File: config.mk
export PLATFORM = sky130hd
export DESIGN_NAME = sd_clk_ctrl
export DESIGN_NICKNAME = d
export VERILOG_FILES = /design/src/rtl/sd_pkg.sv /design/src/rtl/sd_clk_div.sv /design/src/rtl/sd_clk_ctrl.sv
export SDC_FILE = /design/constraint.sdc
export NUM_CORES = 1
export LEC_CHECK = 0
export ABC_AREA = 1
export CAP_MARGIN = 30
export CORE_AREA = 8 8 86 88
export DETAILED_ROUTE_END_ITERATION = 12
export DIE_AREA = 0 0 94 96
export GPL_ROUTABILITY_DRIVEN = 0
export PLACE_DENSITY = 0.6
export SYNTH_ARGS = -nofsm -noshare
export SYNTH_HDL_FRONTEND = slang
export SYNTH_SLANG_ARGS = --single-unit
File: constraint.sdc
create_clock -name clk -period 1.8 [get_ports clk]
set_clock_uncertainty 0.2 [all_clocks]
set_input_delay 0.27 -clock clk [delete_from_list [all_inputs] [get_ports clk]]
set_output_delay 0.27 -clock clk [all_outputs]
set_load 0.02 [all_outputs]
File: src/rtl/sd_pkg.sv
// Constants and state encoding for the SD card clock controller.
// The command and data FSMs import this package as well.
package sd_pkg;

  localparam int SD_DIV_BITS    = 8;
  localparam int SD_DEF_DIV     = 62;
  localparam int SD_INIT_CYCLES = 80;

  typedef enum logic [1:0] {
    STOPPED = 2'd0,
    RUN     = 2'd1,
    INIT    = 2'd2
  } sd_state_e;

endpackage

File: src/rtl/sd_clk_div.sv
// Half-period counter and sd_clk toggle register. It also produces the edge
// strobes and flags the period boundary, i.e. the cycle before a 0->1 toggle.
module sd_clk_div
  import sd_pkg::*;
#(
  parameter int DIV_BITS = SD_DIV_BITS
) (
  input  logic                clk,
  input  logic                rst,
  input  logic                run,
  input  logic                park,
  input  logic [DIV_BITS-1:0] div,
  output logic                sd_clk,
  output logic                sd_clk_rise,
  output logic                sd_clk_fall,
  output logic                bnd,
  output logic                fall_now
);

  logic [DIV_BITS-1:0] cnt;
  logic                tc;

  assign tc       = run && (cnt == div);
  assign bnd      = tc && !sd_clk;
  assign fall_now = tc && sd_clk;

  // park is only raised on a boundary, where sd_clk is already low, so
  // clearing here never cuts a high phase short.
  always_ff @(posedge clk) begin
    if (rst) begin
      cnt         <= '0;
      sd_clk      <= 1'b0;
      sd_clk_rise <= 1'b0;
      sd_clk_fall <= 1'b0;
    end else begin
      sd_clk_rise <= 1'b0;
      sd_clk_fall <= 1'b0;
      if (!run || park) begin
        cnt    <= '0;
        sd_clk <= 1'b0;
      end else if (tc) begin
        cnt         <= '0;
        sd_clk      <= ~sd_clk;
        sd_clk_rise <= ~sd_clk;
        sd_clk_fall <= sd_clk;
      end else begin
        cnt <= cnt + DIV_BITS'(1);
      end
    end
  end

endmodule

File: src/rtl/sd_clk_ctrl.sv
// SD card clock controller: run/stop/init-burst sequencing and glitch-free
// divisor changes. All transitions and divisor swaps land on a period boundary.
//
//   state   | meaning
//   --------+-------------------------------------------------------------
//   STOPPED | sd_clk parked low, counter cleared
//   RUN     | free-running divider, follows clk_en
//   INIT    | init burst of INIT_CYCLES periods, independent of clk_en
module sd_clk_ctrl
  import sd_pkg::*;
#(
  parameter int DIV_BITS    = SD_DIV_BITS,
  parameter int DEF_DIV     = SD_DEF_DIV,
  parameter int INIT_CYCLES = SD_INIT_CYCLES
) (
  input  logic                clk,
  input  logic                rst,
  input  logic                clk_en,
  input  logic [DIV_BITS-1:0] div_in,
  input  logic                div_load,
  output logic                div_ack,
  input  logic                init_start,
  output logic                init_done,
  output logic                sd_clk,
  output logic                sd_clk_rise,
  output logic                sd_clk_fall,
  output logic                busy
);

  localparam int                  ICNT_W    = $clog2(INIT_CYCLES + 1);
  localparam logic [DIV_BITS-1:0] DEF_DIV_V = DIV_BITS'(DEF_DIV);
  localparam logic [ICNT_W-1:0]   INIT_LAST = ICNT_W'(INIT_CYCLES);

  sd_state_e           state, state_nxt;
  logic [DIV_BITS-1:0] div_act;
  logic [DIV_BITS-1:0] div_pend;
  logic                pend_vld;
  logic                init_req;
  logic [ICNT_W-1:0]   init_cnt;

  logic run, park, bnd, fall_now, apply, init_end;

  sd_clk_div #(.DIV_BITS(DIV_BITS)) u_div (
    .clk        (clk),
    .rst        (rst),
    .run        (run),
    .park       (park),
    .div        (div_act),
    .sd_clk     (sd_clk),
    .sd_clk_rise(sd_clk_rise),
    .sd_clk_fall(sd_clk_fall),
    .bnd        (bnd),
    .fall_now   (fall_now)
  );

  always_comb begin
    state_nxt = state;
    init_end  = 1'b0;
    case (state)
      STOPPED: begin
        if (init_start)  state_nxt = INIT;
        else if (clk_en) state_nxt = RUN;
      end
      RUN: begin
        if (bnd) begin
          if (init_req || init_start) state_nxt = INIT;
          else if (!clk_en)           state_nxt = STOPPED;
        end
      end
      INIT: begin
        if (bnd && (init_cnt == INIT_LAST)) begin
          init_end  = 1'b1;
          state_nxt = clk_en ? RUN : STOPPED;
        end
      end
      default: state_nxt = STOPPED;
    endcase

    // Counting already in the start cycle puts the first rise div+1 cycles
    // after the request instead of div+2.
    run   = (state != STOPPED) || clk_en || init_start;
    park  = bnd && (state_nxt == STOPPED);
    apply = pend_vld && ((state == STOPPED) || bnd);
  end

  always_ff @(posedge clk) begin
    if (rst) begin
      state    <= STOPPED;
      div_act  <= DEF_DIV_V;
      div_pend <= '0;
      pend_vld <= 1'b0;
      init_req <= 1'b0;
      init_cnt <= '0;
    end else begin
      state <= state_nxt;

      // A load in the apply cycle becomes the next pending value.
      if (div_load) begin
        div_pend <= div_in;
        pend_vld <= 1'b1;
      end else if (apply) begin
        pend_vld <= 1'b0;
      end
      if (apply) div_act <= div_pend;

      init_req <= (state == RUN) && (init_req || init_start) && (state_nxt != INIT);

      if ((state != INIT) || init_end) init_cnt <= '0;
      else if (fall_now)               init_cnt <= init_cnt + ICNT_W'(1);
    end
  end

  assign div_ack   = apply;
  assign init_done = init_end;
  assign busy      = (state == INIT) || pend_vld;

endmodule

==> results of run 1 <==
metal layers:
metal / vias up / GRT usage, % / wire, microns
li1: 875 / - / -
met1: 732 / 9.90 / 1790
met2: 18 / 16.0 / 1990
met3: 5 / 2.18 / 96
met4: 0 / 3.57 / 55
met5: - / 0 / 0
kinds of logic (layout without fill, tap and decap cells):
| family | after synthesis | count (layout) | share of synthesized area (%) |
|---|---|---|---|
| and+or+nand+nor | 119 | 119 | 34.2 |
| DFF | 38 | 38 | 43.4 |
| buffers and inverters | 32 | 106 | 6.92 |
| AOI/OAI and AO/OA | 25 | 25 | 7.35 |
| xor gates and xnor gates | 12 | 12 | 6.00 |
| adders and majority gates | 3 | 3 | 2.14 |
area by class of cell:
type	instances	share of cell area, %
Clock inverter	3	2.56
Clock buffer	5	2.56
Timing Repair Buffer	68	21.7
Inverter	30	4.19
Multi-Input combinational cell	159	36.5
Sequential cell	38	28.9
Tap cell	77	3.58
synth_stat cells:
cell	number
a211oi_1	1
nand3_4	1
clkbuf_1	1
nand3_2	2
a31oi_1	1
o21ai_0	13
nand4_1	2
inv_2	1
nand2_2	2
xor2_1	5
nor2_4	4
ha_1	3
nand2_1	42
nor4_1	2
nand3_1	18
nand2_4	1
nand3b_1	1
buf_2	1
nand4_4	1
nor2_2	8
nor3b_1	1
nor3_1	3
xnor2_1	7
or2_2	1
dfxtp_1	38
nor2_1	30
a21oi_1	10
inv_1	27
clkinv_1	2
path summary, 6_finish.rpt:
kind	to	slack (ps)	cells past startpoint
worst max register to register	u_div.sd_clk_fall$_SDFF_PP0_	-270	14
worst max-delay path	u_div.sd_clk_fall$_SDFF_PP0_	-270	14
worst min register to register	div_act[5]$_SDFFE_PP1P_	260	2
worst min-delay path	div_act[5]$_SDFFE_PP1P_	260	2
flip-flops by register name, summed over array words and instances (netlist names):
name               count
div_act                8
init_cnt               7
state                  2
u_div.cnt              8
u_div.sd_clk_fall      1
pend_vld               1
div_pend               8
u_div.sd_clk           1
init_req               1
u_div.sd_clk_rise      1
power groups by stage:
stage | Clock, mW | Sequential (mW) | Combinational [mW]
6_report | 0.873 | 0.910 | 0.289
3_5_place_dp | 0 | 0.922 | 0.270
3_3_place_gp | 0 | 0.921 | 0.266
5_1_grt | 0.929 | 0.914 | 0.320
2_1_floorplan | 0 | 0.920 | 0.145
4_1_cts | 0.898 | 0.904 | 0.276
what timing repair did:
item,CTS,global route
hold endpoints to repair,0,0
pin swaps,11,25
setup endpoints to repair,25,24
resized for setup,40,35
buffers inserted,0,4
worst reg2reg max path, cell delays in order (launching register included):
cell and delay [ps]:
dfxtp_1 400, nor2_4 50, nand3_2 80, nand3_2 100, nor2_4 110, buf_6 110, buf_6 90, nand4_1 130
a21oi_2 180, nand2_1 70, nor2_1 110, nand2_2 110, buf_4 150, nand3_1 60, inv_1 40
per-stage QoR:
stage | hold slack (ps) | TNS, ps | std cells
floorplan | 139 | 0 | 229
global placement | 234 | -12100 | 370
detailed placement | 237 | -13410 | 370
CTS | 260 | -3030 | 378
global route | 278 | -5020 | 380
finish | 257 | -2840 | 380
==> run summary, run 1 <==
critical path, cell by cell -> nor2_4 > nand3_2 > nand3_2 > nor2_4 > buf_6 > buf_6 > nand4_1 > a21oi_2 > nand2_1 > nor2_1 > nand2_2 > buf_4 > nand3_1 > inv_1
startpoint types -> flop
FF+latch count, synth -> 38
CP startpoint -> state[1]$_SDFF_PP0_
PnR worst setup slack -> -265 ps
fin. max-slew vios -> 0
synth unique cells -> 29
Area Overhead vs Synth -> 53.3%
Finished Cell Area -> 0.00269 sq mm
dpl ws -> -724 ps
crit path DAT -> 2060 ps
Final ANT Viol Nets -> 0
commonest non-fill, non-tap cells in the layout -> 41 x buf_4, 36 x nand2_1, 28 x dfxtp_1
DRC -> 0
Die Y -> 96 microns
GRT Util Overall -> 8.93%
Mapped Avg Cell Area -> 7.65 sq um
worst-margin pin slew -> 309 ps
Psw -> 0.488 mW
Multi-input gate area -> 982 sq um
PnR Total Power -> 2.07 mW
Worst path top cell family by delay -> simple AND/OR/NAND/NOR gates
max incr delay on CP -> 400 ps
number of fill cells in the layout -> 641
Req. time, crit path -> 1800 ps
Post-CTS Hold Buffers -> 0
critical path class -> flop to flop
Post-Syn Nets -> 245
hpwl dp -> 2.98 mm
P_leak -> 1.16 nW
initial antenna violation count -> 0
min cycle time layout -> 2070 ps
pwr/cell area -> 771 mW/mm^2
most common cell after layout, fill and taps aside -> buf_4
final core utilization -> 44.1%
internal power -> 1.58 mW
crit-path max FO -> 3
max_slew headroom -> 79.4%
Syn Std Cell Area -> 0.00175 sq mm
first-pass GRT wire length -> 6.51 mm
First DRT Iteration DRCs -> 42
post-DR wirelength/cell -> 10.4 microns
vias -> 1630
clock transition at the registers of the reported paths -> 80 ps
biggest area consumer among synthesized cells -> dfxtp_1
clock latency on the worst-skew pair -> 290 ps
H-tree Lvls -> 2
Routed Wire Length -> 3.94 mm
Worst Hold Launch -> div_pend[5]$_SDFFE_PP0P_
Root Buffer -> clkbuf_8
crit end category -> flop
Final #Nets -> 318
IO Port Bufs -> 18
Via density -> 4.29
status -> complete, but fails checks
I/O pin count -> 19
Gate Count Post-Synth -> 229
die width -> 94 microns
post-synthesis sequential area ratio -> 43.4%
Comb pwr share -> 13.9%
total placed instance area -> 0.00238 sq mm
Max Cap Viol -> 0
die area -> 0.00902 sq mm
DR pass1 iterations -> 4
sequential power share -> 43.9%
core area -> 0.00610 sq mm
CTS tree -> done
CTS Buffer Depth -> 2
CP max stage cell -> dfxtp_1
vias in the first global route -> 1576
RSZ-0062 raised after global routing -> true
grt total ovfl -> 0
clock share of power -> 42.1%
Peak VDD IR -> 0.000407 V
net switching fraction of the power -> 23.5%
# setup viols final -> 17
register area -> 776 sq um
R2R Path Start -> state[1]$_SDFF_PP0_
# rows -> 29
share of the synthesized area in the top cell type -> 43.4%
top post-synthesis cells by area -> dfxtp_1 43%, nand2_1 9.0%, nor2_1 6.4%, inv_1 5.8%, nand3_1 5.1%
ratio of cells with drive above 1 in the final layout -> 39.6%
Synth Warn # -> 0
number of diodes -> 0
final worst-path cycle share -> 115%
Hold Path Class -> flop to flop
Worst Path Buf+Inv -> 4
TritonCTS Buffers -> 5
final hold viol count -> 0
Max Clk Rate -> 0.484 GHz
largest net degree at the start of global routing -> 18
CTS sink cnt -> 38
failing checks -> negative setup slack
initial core utilization -> 28.8%
Power figures use the tool's default switching activity.
==> inputs of run 2 (changes only) <==
- CELL_PAD_IN_SITES_DETAIL_PLACEMENT: unset -> 0
- CELL_PAD_IN_SITES_GLOBAL_PLACEMENT: unset -> 1
- MAX_ROUTING_LAYER: unset -> met4
- PLACE_DENSITY: 0.6 -> 0.74
- SLEW_MARGIN: unset -> 20
==> run 2 against run 1 <==
The flow still finishes with violations (negative setup slack). Routed wire length grew 5.2%. Setup slack gained 76 ps. Sequential share of layout area shrank 0.55 points. Flip-flop and latch count is the same. Combinational power grew 2%. Largest cell class unchanged. Highest routed layer unchanged.
==> run summary, run 2 (synthesis results as in run 1) <==
first-pass GRT wire length -> 7.12 mm (+9.3%)
Worst Hold Depth -> 2 (unchanged)
r2r worst-path depth -> 12 (-2)
DR pass1 iterations -> 4 (unchanged)
Worst path top cell family by delay -> simple AND/OR/NAND/NOR gates
fin. max-slew vios -> 0 (unchanged)
largest registers -> div_act (8), div_pend (8), u_div.cnt (8)
Worst Hold Launch -> div_pend[2]$_SDFFE_PP0P_
Hold Path Class -> flop to flop
commonest non-fill, non-tap cells in the layout -> 41 x buf_4, 32 x nand2_1, 29 x dfxtp_1
R2R Path Start -> div_act[4]$_SDFFE_PP1P_
setup TNS -> -2610 ps (+225 ps)
PnR worst setup slack -> -189 ps (+75.9 ps)
CTS sink cnt -> 38 (unchanged)
number of diodes -> 0 (unchanged)
startpoint types -> flop
FF-to-FF setup slack -> -190 ps (+80 ps)
max_slew headroom -> 80.4% (+1.0 points)
P_leak -> 1.16 nW (+0.32%)
vias -> 1623 (-0.43%)
Post-CTS Hold Buffers -> 0 (unchanged)
Max Clk Rate -> 0.503 GHz (+3.8%)
PnR Total Power -> 2.08 mW (+0.20%)
Final #Nets -> 318 (unchanged)
First DRT Iteration DRCs -> 35 (-17%)
ratio of cells with drive above 1 in the final layout -> 41.9% (+2.3 points)
Max Cap Viol -> 0 (unchanged)
Routed Wire Length -> 4.14 mm (+5.2%)
crit path DAT -> 1970 ps (-90 ps)
critical path, cell by cell -> xnor2_1 > nand2_2 > nor2_4 > buf_6 > buf_6 > nand4_1 > a21oi_2 > nand2_1 > nor2_2 > nand2_2 > nand3_4 > nor2_2
die area -> 0.00902 sq mm (unchanged)
crit-path max FO -> 8 (+5)
CTS tree -> done
Peak VDD IR -> 0.000383 V (-6.0%)
max incr delay on CP -> 320 ps (-80 ps)
CP max stage cell -> dfxtp_1
most common cell after layout, fill and taps aside -> buf_4
RSZ-0062 raised after global routing -> true
GRT Util Overall -> 10.3% (+1.3 points)
post-DR wirelength/cell -> 10.9 microns (+5.2%)
pwr/cell area -> 759 mW/mm^2 (-1.5%)
Final ANT Viol Nets -> 0 (unchanged)
hpwl dp -> 3.00 mm (+0.64%)
Via density -> 4.27 (-0.43%)
clock transition at the registers of the reported paths -> 80 ps (about the same)
largest net degree at the start of global routing -> 18 (unchanged)
Die Y -> 96 microns (unchanged)
grt total ovfl -> 0 (unchanged)
core area -> 0.00610 sq mm (unchanged)
CTS Buffer Depth -> 2 (unchanged)
I/O pin count -> 19 (unchanged)
critical path class -> flop to flop
final hold viol count -> 0 (unchanged)
reg2reg end -> u_div.cnt[2]$_SDFF_PP0_
Layout Cells excl Fill -> 380 (unchanged)
Worst Hold End -> div_act[2]$_SDFFE_PP1P_
min cycle time layout -> 1990 ps (-75.9 ps)
crit end category -> flop
Worst Path Buf+Inv -> 2 (-2)
DRC -> 0 (unchanged)
Area Overhead vs Synth -> 56.0%
number of fill cells in the layout -> 607 (-5.3%)
initial core utilization -> 28.8% (unchanged)
TritonCTS Buffers -> 5 (unchanged)
clock latency on the worst-skew pair -> 290 ps (about the same)
Req. time, crit path -> 1780 ps (-20 ps)
final worst-path cycle share -> 111% (-4.2 points)
dpl ws -> -717 ps (+6.67 ps)
H-tree Lvls -> 2 (unchanged)
worst-margin pin slew -> 293 ps (-15.6 ps)
Root Buffer -> clkbuf_8
# rows -> 29 (unchanged)
placed insts -> 370 (unchanged)
initial antenna violation count -> 0 (unchanged)
IO Port Bufs -> 18 (unchanged)
status -> complete, but fails checks
vias in the first global route -> 1601 (+1.6%)
# setup viols final -> 22 (+5)
die width -> 94 microns (unchanged)
failing checks -> negative setup slack
==> run 2: cell counts in the layout (fill, tap and decap cells not counted) <==
No cell type changed its count.
==> run 2: metrics by stage <==
step           area (sq um)  utilization, %  hold slack, ps
2_1_floorplan          1750               -             139
3_3_place_gp           2380            39.1             233
3_5_place_dp           2380            39.1             243
4_1_cts                2640            43.2             264
5_1_grt                2740            44.9             293
6_report               2740            44.9             260
==> run 2: cell type report <==
cell class / count / area [sq um] / share of cell area, %
Timing Repair Buffer: 68 / 592 / 21.6
Tap cell: 77 / 96.3 / 3.52
Inverter: 30 / 113 / 4.12
Multi-Input combinational cell: 159 / 1020 / 37.4
Clock buffer: 5 / 68.8 / 2.52
Sequential cell: 38 / 774 / 28.3
Clock inverter: 3 / 68.8 / 2.52
==> run 2: worst max path at each step <==
stage | from | to | slack (ps) | cells past startpoint
floorplan | u_div.cnt[0]$_SDFF_PP0_ | u_div.cnt[0]$_SDFF_PP0_ | 3 | 12
global placement | init_start | div_ack | -690 | 10
detailed placement | clk_en | init_done | -720 | 9
CTS | u_div.cnt[7]$_SDFF_PP0_ | u_div.cnt[1]$_SDFF_PP0_ | -280 | 12
global route | div_act[4]$_SDFFE_PP1P_ | u_div.cnt[5]$_SDFF_PP0_ | -370 | 12
finish | div_act[4]$_SDFFE_PP1P_ | u_div.cnt[2]$_SDFF_PP0_ | -190 | 12
==> run 2: what timing repair did <==
item,CTS,global route
setup endpoints to repair,25,31
pin swaps,16,13
gates resized for setup,50,28
setup buffers,3,0
==> run 2: per-layer routing <==
layer  vias up  GRT usage, %  share of wire (%)
li1        874             -                  -
met1       714          11.7                 46
met2        26          16.7                 49
met3         9          2.34                2.7
met4         0          5.15                2.4
met5         -             -                  0
==> run 2: power by group <==
group	total (mW)	switching (mW)	internal, mW
sequential	0.906	0.0255	0.880
clock	0.875	0.320	0.555
combinational	0.295	0.147	0.148
total	2.08	0.493	1.58
==> run 2: worst register-to-register path, stage by stage, from the launching register on <==
cell and delay [ps]:
dfxtp_1 320, xnor2_1 180, nand2_2 80, nor2_4 130, buf_6 120, buf_6 90, nand4_1 120, a21oi_2 170
nand2_1 90, nor2_2 100, nand2_2 90, nand3_4 150, nor2_2 50
